--- src/rtl/parity_pkg.sv ---
// Shared types and helpers for the serial parity transmitter.
package parity_pkg;

  // Frame sequencing: idle, N data bits, one parity bit.
  typedef enum logic [1:0] {
    IDLE   = 2'd0,
    DATA   = 2'd1,
    PARITY = 2'd2
  } state_t;

  // Widest word calc_parity can reduce; narrower words are zero-extended,
  // which leaves the XOR reduction unchanged.
  localparam int unsigned MAX_WIDTH = 256;

  // Bit counter width: max(1, $clog2(n)) so N = 1 still gets a real flop.
  function automatic int unsigned cnt_width(input int unsigned n);
    return (n < 2) ? 1 : $clog2(n);
  endfunction

  // Parity bit such that the ones count over {parity, data} is odd when
  // odd_mode is set and even otherwise.
  function automatic logic calc_parity(input logic [MAX_WIDTH-1:0] data,
                                       input logic                 odd_mode);
    return (^data) ^ odd_mode;
  endfunction

endpackage

--- src/rtl/serial_parity_tx_if.sv ---
// Word-in / serial-out bundle for serial_parity_tx.
// slave is the transmitter side, master is the producer/consumer side.
interface serial_parity_tx_if #(
  parameter int unsigned N = 4
);
  logic [N-1:0] data_in;
  logic         data_valid;
  logic         data_ready;
  logic         odd_mode;
  logic [N:0]   parity_data;
  logic         parity;
  logic         ser_out;
  logic         ser_valid;
  logic         ser_last;
  logic         busy;

  modport slave (
    input  data_in, data_valid, odd_mode,
    output data_ready, parity_data, parity, ser_out, ser_valid, ser_last, busy
  );

  modport master (
    output data_in, data_valid, odd_mode,
    input  data_ready, parity_data, parity, ser_out, ser_valid, ser_last, busy
  );
endinterface

--- src/rtl/serial_parity_tx_parity_calc.sv ---
// Combinational parity generator with odd/even select.
module parity_calc
  import parity_pkg::*;
#(
  parameter int unsigned N = 4
) (
  input  logic [N-1:0] data,
  input  logic         odd_mode,
  output logic         parity
);

  // Reduce the word through the shared helper so all users agree on the rule.
  assign parity = calc_parity(MAX_WIDTH'(data), odd_mode);

endmodule

--- src/rtl/serial_parity_tx.sv ---
// Parity generator and LSB-first serialiser: accepts an N-bit word, exposes
// {parity, data} in parallel and streams N data bits then the parity bit.
module serial_parity_tx
  import parity_pkg::*;
#(
  parameter int unsigned N = 4
) (
  input  logic                 clk,
  input  logic                 rst,
  serial_parity_tx_if.slave    bus
);

  localparam int unsigned CNT_W = cnt_width(N);
  localparam logic [CNT_W-1:0] CNT_LAST = CNT_W'(N - 1);

  state_t           state_q, state_d;
  logic [N-1:0]     shift_q, shift_d;
  logic [CNT_W-1:0] cnt_q, cnt_d;
  logic             par_q, par_d;
  logic [N:0]       parity_data_q, parity_data_d;

  logic             in_parity;
  logic             accept;

  parity_calc #(.N(N)) u_parity_calc (
    .data     (bus.data_in),
    .odd_mode (bus.odd_mode),
    .parity   (in_parity)
  );

  // Ready in IDLE and in the final (parity) cycle so frames can run back to back;
  // forced low during reset so reset always wins over an accept.
  assign bus.data_ready = !rst && ((state_q == IDLE) || (state_q == PARITY));
  assign accept         = bus.data_valid && bus.data_ready;

  // Next-state logic: frame sequencing, shifting and capture of a new word.
  always_comb begin
    // NOTE: every variable gets a default first so no path leaves it unassigned (no latches).
    state_d       = state_q;
    shift_d       = shift_q;
    cnt_d         = cnt_q;
    par_d         = par_q;
    parity_data_d = parity_data_q;

    case (state_q)
      IDLE:    state_d = IDLE;
      DATA: begin
        shift_d = shift_q >> 1;
        cnt_d   = cnt_q + CNT_W'(1);
        if (cnt_q == CNT_LAST) state_d = PARITY;
      end
      PARITY:  state_d = IDLE;
      default: state_d = IDLE;
    endcase

    // A new word overrides the frame bookkeeping; parity is latched separately
    // so the bit being emitted is unaffected by a concurrent parity_data update.
    if (accept) begin
      shift_d       = bus.data_in;
      cnt_d         = '0;
      par_d         = in_parity;
      parity_data_d = {in_parity, bus.data_in};
      state_d       = DATA;
    end
  end

  // State and datapath registers with synchronous reset.
  always_ff @(posedge clk) begin
    // NOTE: sequential state uses non-blocking assignments so all flops update together.
    if (rst) begin
      state_q       <= IDLE;
      shift_q       <= '0;
      cnt_q         <= '0;
      par_q         <= 1'b0;
      parity_data_q <= '0;
    end else begin
      state_q       <= state_d;
      shift_q       <= shift_d;
      cnt_q         <= cnt_d;
      par_q         <= par_d;
      parity_data_q <= parity_data_d;
    end
  end

  // Serial outputs decoded from the current state.
  always_comb begin
    bus.ser_out   = 1'b0;
    bus.ser_valid = 1'b0;
    bus.ser_last  = 1'b0;
    case (state_q)
      DATA: begin
        bus.ser_out   = shift_q[0];
        bus.ser_valid = 1'b1;
      end
      PARITY: begin
        bus.ser_out   = par_q;
        bus.ser_valid = 1'b1;
        bus.ser_last  = 1'b1;
      end
      default: ;
    endcase
  end

  assign bus.busy        = (state_q != IDLE);
  assign bus.parity_data = parity_data_q;
  assign bus.parity      = parity_data_q[N];

endmodule

--- src/flat_wrapper.sv ---
// flat-port wrapper written by rule: the top's interface ports become plain ports
module serial_parity_tx_flat import parity_pkg::*;
#(
  parameter int unsigned N = 4
)
  (clk, rst, bus_data_in, bus_data_valid, bus_odd_mode, bus_data_ready, bus_parity_data, bus_parity, bus_ser_out, bus_ser_valid, bus_ser_last, bus_busy);
  serial_parity_tx_if #(.N(N)) bus_i ();
  input  logic clk;
  input  logic rst;
  input wire logic [$bits(bus_i.data_in)-1:0] bus_data_in;
  input wire logic [$bits(bus_i.data_valid)-1:0] bus_data_valid;
  input wire logic [$bits(bus_i.odd_mode)-1:0] bus_odd_mode;
  output wire logic [$bits(bus_i.data_ready)-1:0] bus_data_ready;
  output wire logic [$bits(bus_i.parity_data)-1:0] bus_parity_data;
  output wire logic [$bits(bus_i.parity)-1:0] bus_parity;
  output wire logic [$bits(bus_i.ser_out)-1:0] bus_ser_out;
  output wire logic [$bits(bus_i.ser_valid)-1:0] bus_ser_valid;
  output wire logic [$bits(bus_i.ser_last)-1:0] bus_ser_last;
  output wire logic [$bits(bus_i.busy)-1:0] bus_busy;
  assign bus_i.data_in = bus_data_in;
  assign bus_i.data_valid = bus_data_valid;
  assign bus_i.odd_mode = bus_odd_mode;
  assign bus_data_ready = bus_i.data_ready;
  assign bus_parity_data = bus_i.parity_data;
  assign bus_parity = bus_i.parity;
  assign bus_ser_out = bus_i.ser_out;
  assign bus_ser_valid = bus_i.ser_valid;
  assign bus_ser_last = bus_i.ser_last;
  assign bus_busy = bus_i.busy;
  serial_parity_tx #(.N(N)) u_core (.clk(clk), .rst(rst), .bus(bus_i));
endmodule
--- config.mk ---
export PLATFORM = sky130hd
export DESIGN_NAME = serial_parity_tx_flat
export DESIGN_NICKNAME = d
export VERILOG_FILES = /design/src/rtl/parity_pkg.sv /design/src/rtl/serial_parity_tx_if.sv /design/src/rtl/serial_parity_tx_parity_calc.sv /design/src/rtl/serial_parity_tx.sv /design/src/flat_wrapper.sv
export SDC_FILE = /design/constraint.sdc
export NUM_CORES = 1
export LEC_CHECK = 0
export CAP_MARGIN = 20
export CORE_AREA = 5 5 49 51
export DETAILED_ROUTE_END_ITERATION = 16
export DIE_AREA = 0 0 54 56
export PLACE_DENSITY = 0.75
export SYNTH_ARGS = -nofsm -noshare
export SYNTH_HDL_FRONTEND = slang
export SYNTH_HIERARCHICAL = 1
export SYNTH_SLANG_ARGS = --single-unit
--- constraint.sdc ---
create_clock -name clk -period 3.52 [get_ports clk]
set_clock_uncertainty 0.1 [all_clocks]
set_input_delay 0.352 -clock clk [delete_from_list [all_inputs] [get_ports clk]]
set_output_delay 0.352 -clock clk [all_outputs]
set_load 0.02 [all_outputs]
==> impl_metrics.toml <==
[critical_path]
cp_max_fo = 4
cp-end-kind = "primary output"
crit_type = "flip-flop to primary output"
worstPathArrival_ns = 1.99
start_kind = "flip-flop"
startpoint = "u_core/state_q[0]"
cp.required_ns = 3.07
timing.rr.start = "u_core/state_q[0]"

[clock_network]
numCtsBuffers = 3
root_buffer = "clkbuf_4"
path_clk_slew_ns = 0.08
holdBufCountCts = 0
cts_tree = "built"
post_cts.repair.setup_buffers = 0
cts_buffer_depth = 2
clk-insertion-delay-late_ns = 0.27
cts_sinks = 13
htree_num_levels = 1
post_cts_resized = 0

[place]
placed_cells = 110
io_buffers = 18
dpl_worst_slack_ns = 1.19
dp_hpwl_um = 962
gp_congestion = 0.703

[final_layout]
antenna_cells = 0
final_layout_size_suffix_gt1_share_pct = 3.45
area_delta_synth_final_pct = 29.0
nNetsFinal = 101
fin_cells = 114
layout_common_cells = "clkdlybuf4s50_1 (18), dfxtp_1 (13), nand2b_1 (10), mux2i_1 (10), nor2b_1 (6)"
mostFrequentLayoutCell = "clkdlybuf4s50_1"

[die]
start_util_pct = 37.6
core-area_mm2 = 0.00190
rows = 16
die_h_um = 56
die_w_um = 54
io_pins = 19
dieArea_mm2 = 0.00302

[global_route]
grt_first_pass_wirelength_um = 2070
antenna_found_initial = 0
grtUsageTotal_pct = 9.28
overflow = 0
grt_max_degree = 21
grt_pass1_vias = 513

[detailed_routing]
drtIter0Drc = 24
vias = 551
drc = 0
vias_per_cell = 4.83
postRouteAntennaNets = 0
wl_per_cell_um = 11.6
drt_wl_total_um = 1320
drt_first_pass_iters = 4

[timing]
setup_ws_ns = 1.08
min_period_over_period_pct = 69.3
period_needed_ns = 2.44
setup_viol = 0
fmax_mhz = 410
slew_violations = 0
hold_ws_ns = 0.374
tightest_slew_ns = 0.556
maxSlewHeadroom_pct = 62.8
finalHoldViolCount = 0
rsz0062_at_grt = "false"
setup_tns_ns = 0

[pwr]
p_switching_mw = 0.0961
power_frac_seq_pct = 47.8
clockPowerShare_pct = 27.2
swShare_pct = 28.0
peakVddDrop_uv = 157
p_int_mw = 0.247
p_total_mw = 0.343
comb_power_share_pct = 25.0
p_per_area_mw_per_mm2 = 372
p_leak_nw = 0.355

[yosys]
yosys_warnings = 6
ys_types = 24
synth_area_um2 = 716
ys_ff_latch = 13
netlist_instances = 70
ys_seq_area_share_pct = 36.4
syn_area_per_cell_um2 = 10.2
syn_nets = 83

[job]
cap_violations = 0

[run_status]
status = "complete, no violations"

[worst_hold_path]
hold_path.class = "flip-flop to flip-flop"
min_from = "u_core/bus.parity_data[0]"
[cell type report]
cell class,instances,area (um2)
fillers,182,978
multi-input cells,49,412
flip-flops and latches,13,260
repair buffers,18,180
well taps,27,33.8
clock buffers,4,26.3
inverters,3,11.3
[power by group through the flow]
stage	Clock [mW]	Sequential, mW	Combinational [mW]
final	0.0932	0.164	0.0860
after global routing	0.103	0.165	0.0933
after CTS	0.0981	0.164	0.0863
after detailed placement	0	0.168	0.0858
after global placement	0	0.167	0.0852
after floorplan	0	0.172	0.0515
[worst max-delay path: stages, from the launching register on]
cell	delay [ns]
dfxtp_1	0.39
inv_1	0.08
ha_1	0.24
or2_1	0.29
nor2b_1	0.15
clkdlybuf4s50_1	0.55
[routing by layer]
metal  vias to the layer above  wire (um)  GRT usage (%)
met5                         -          0              0
met4                         0         21           7.47
met3                         2         81           1.88
met2                        21        545           12.6
met1                       257        668           12.2
li1                        271          -              -
[kinds of logic after synthesis]
| family | share of synthesized area, % |
|---|---|
| and+or+nand+nor | 19.8 |
| DFF | 36.4 |
| muxes | 14.0 |
| AOI/OAI and AO/OA | 8.22 |
| buffers and inverters | 6.12 |
| adders and majority gates | 8.74 |
| xor gates and xnor gates | 6.82 |
[path summary, 6_finish.rpt]
kind	to	slack, ns	depth (start not counted)
setup / recovery	bus_data_ready	1.08	5
hold / removal	u_core/bus.parity_data[0]	0.37	2
setup reg to reg	u_core/shift_q[2]	1.99	4
hold reg to reg	u_core/bus.parity_data[0]	0.37	2
[synth_stat cells]
cell / number / area [um2]
a221oi_1: 3 / 26.3
xor2_1: 1 / 8.76
mux2i_1: 10 / 100
nand2b_1: 10 / 62.6
a22oi_1: 1 / 7.51
buf_4: 1 / 7.51
o21ai_0: 1 / 5.00
or2_1: 1 / 6.26
o21a_1: 1 / 7.51
o31ai_1: 1 / 7.51
o21ai_1: 1 / 5.00
buf_2: 1 / 5.00
buf_6: 1 / 11.3
or3b_1: 1 / 8.76
clkbuf_1: 1 / 3.75
xnor2_1: 2 / 17.5
nand4bb_1: 1 / 11.3
dfxtp_1: 13 / 260
xnor3_1: 1 / 22.5
nor2b_1: 6 / 37.5
clkbuf_2: 1 / 5.00
inv_1: 3 / 11.3
nor3_1: 3 / 15.0
ha_1: 5 / 62.6
[per-stage QoR]
step | util, % | area, um2
2_1_floorplan | - | 716
3_3_place_gp | 47.2 | 897
3_5_place_dp | 47.2 | 897
4_1_cts | 48.6 | 923
5_1_grt | 48.6 | 923
6_report | 48.6 | 923
[flip-flops by register name (all words and copies together) (netlist names)]
register                count
u_core/state_q              2
u_core/cnt_q                2
u_core/shift_q              4
u_core/bus.parity_data      4
u_core/par_q                1
Power figures use the tool's default switching activity.
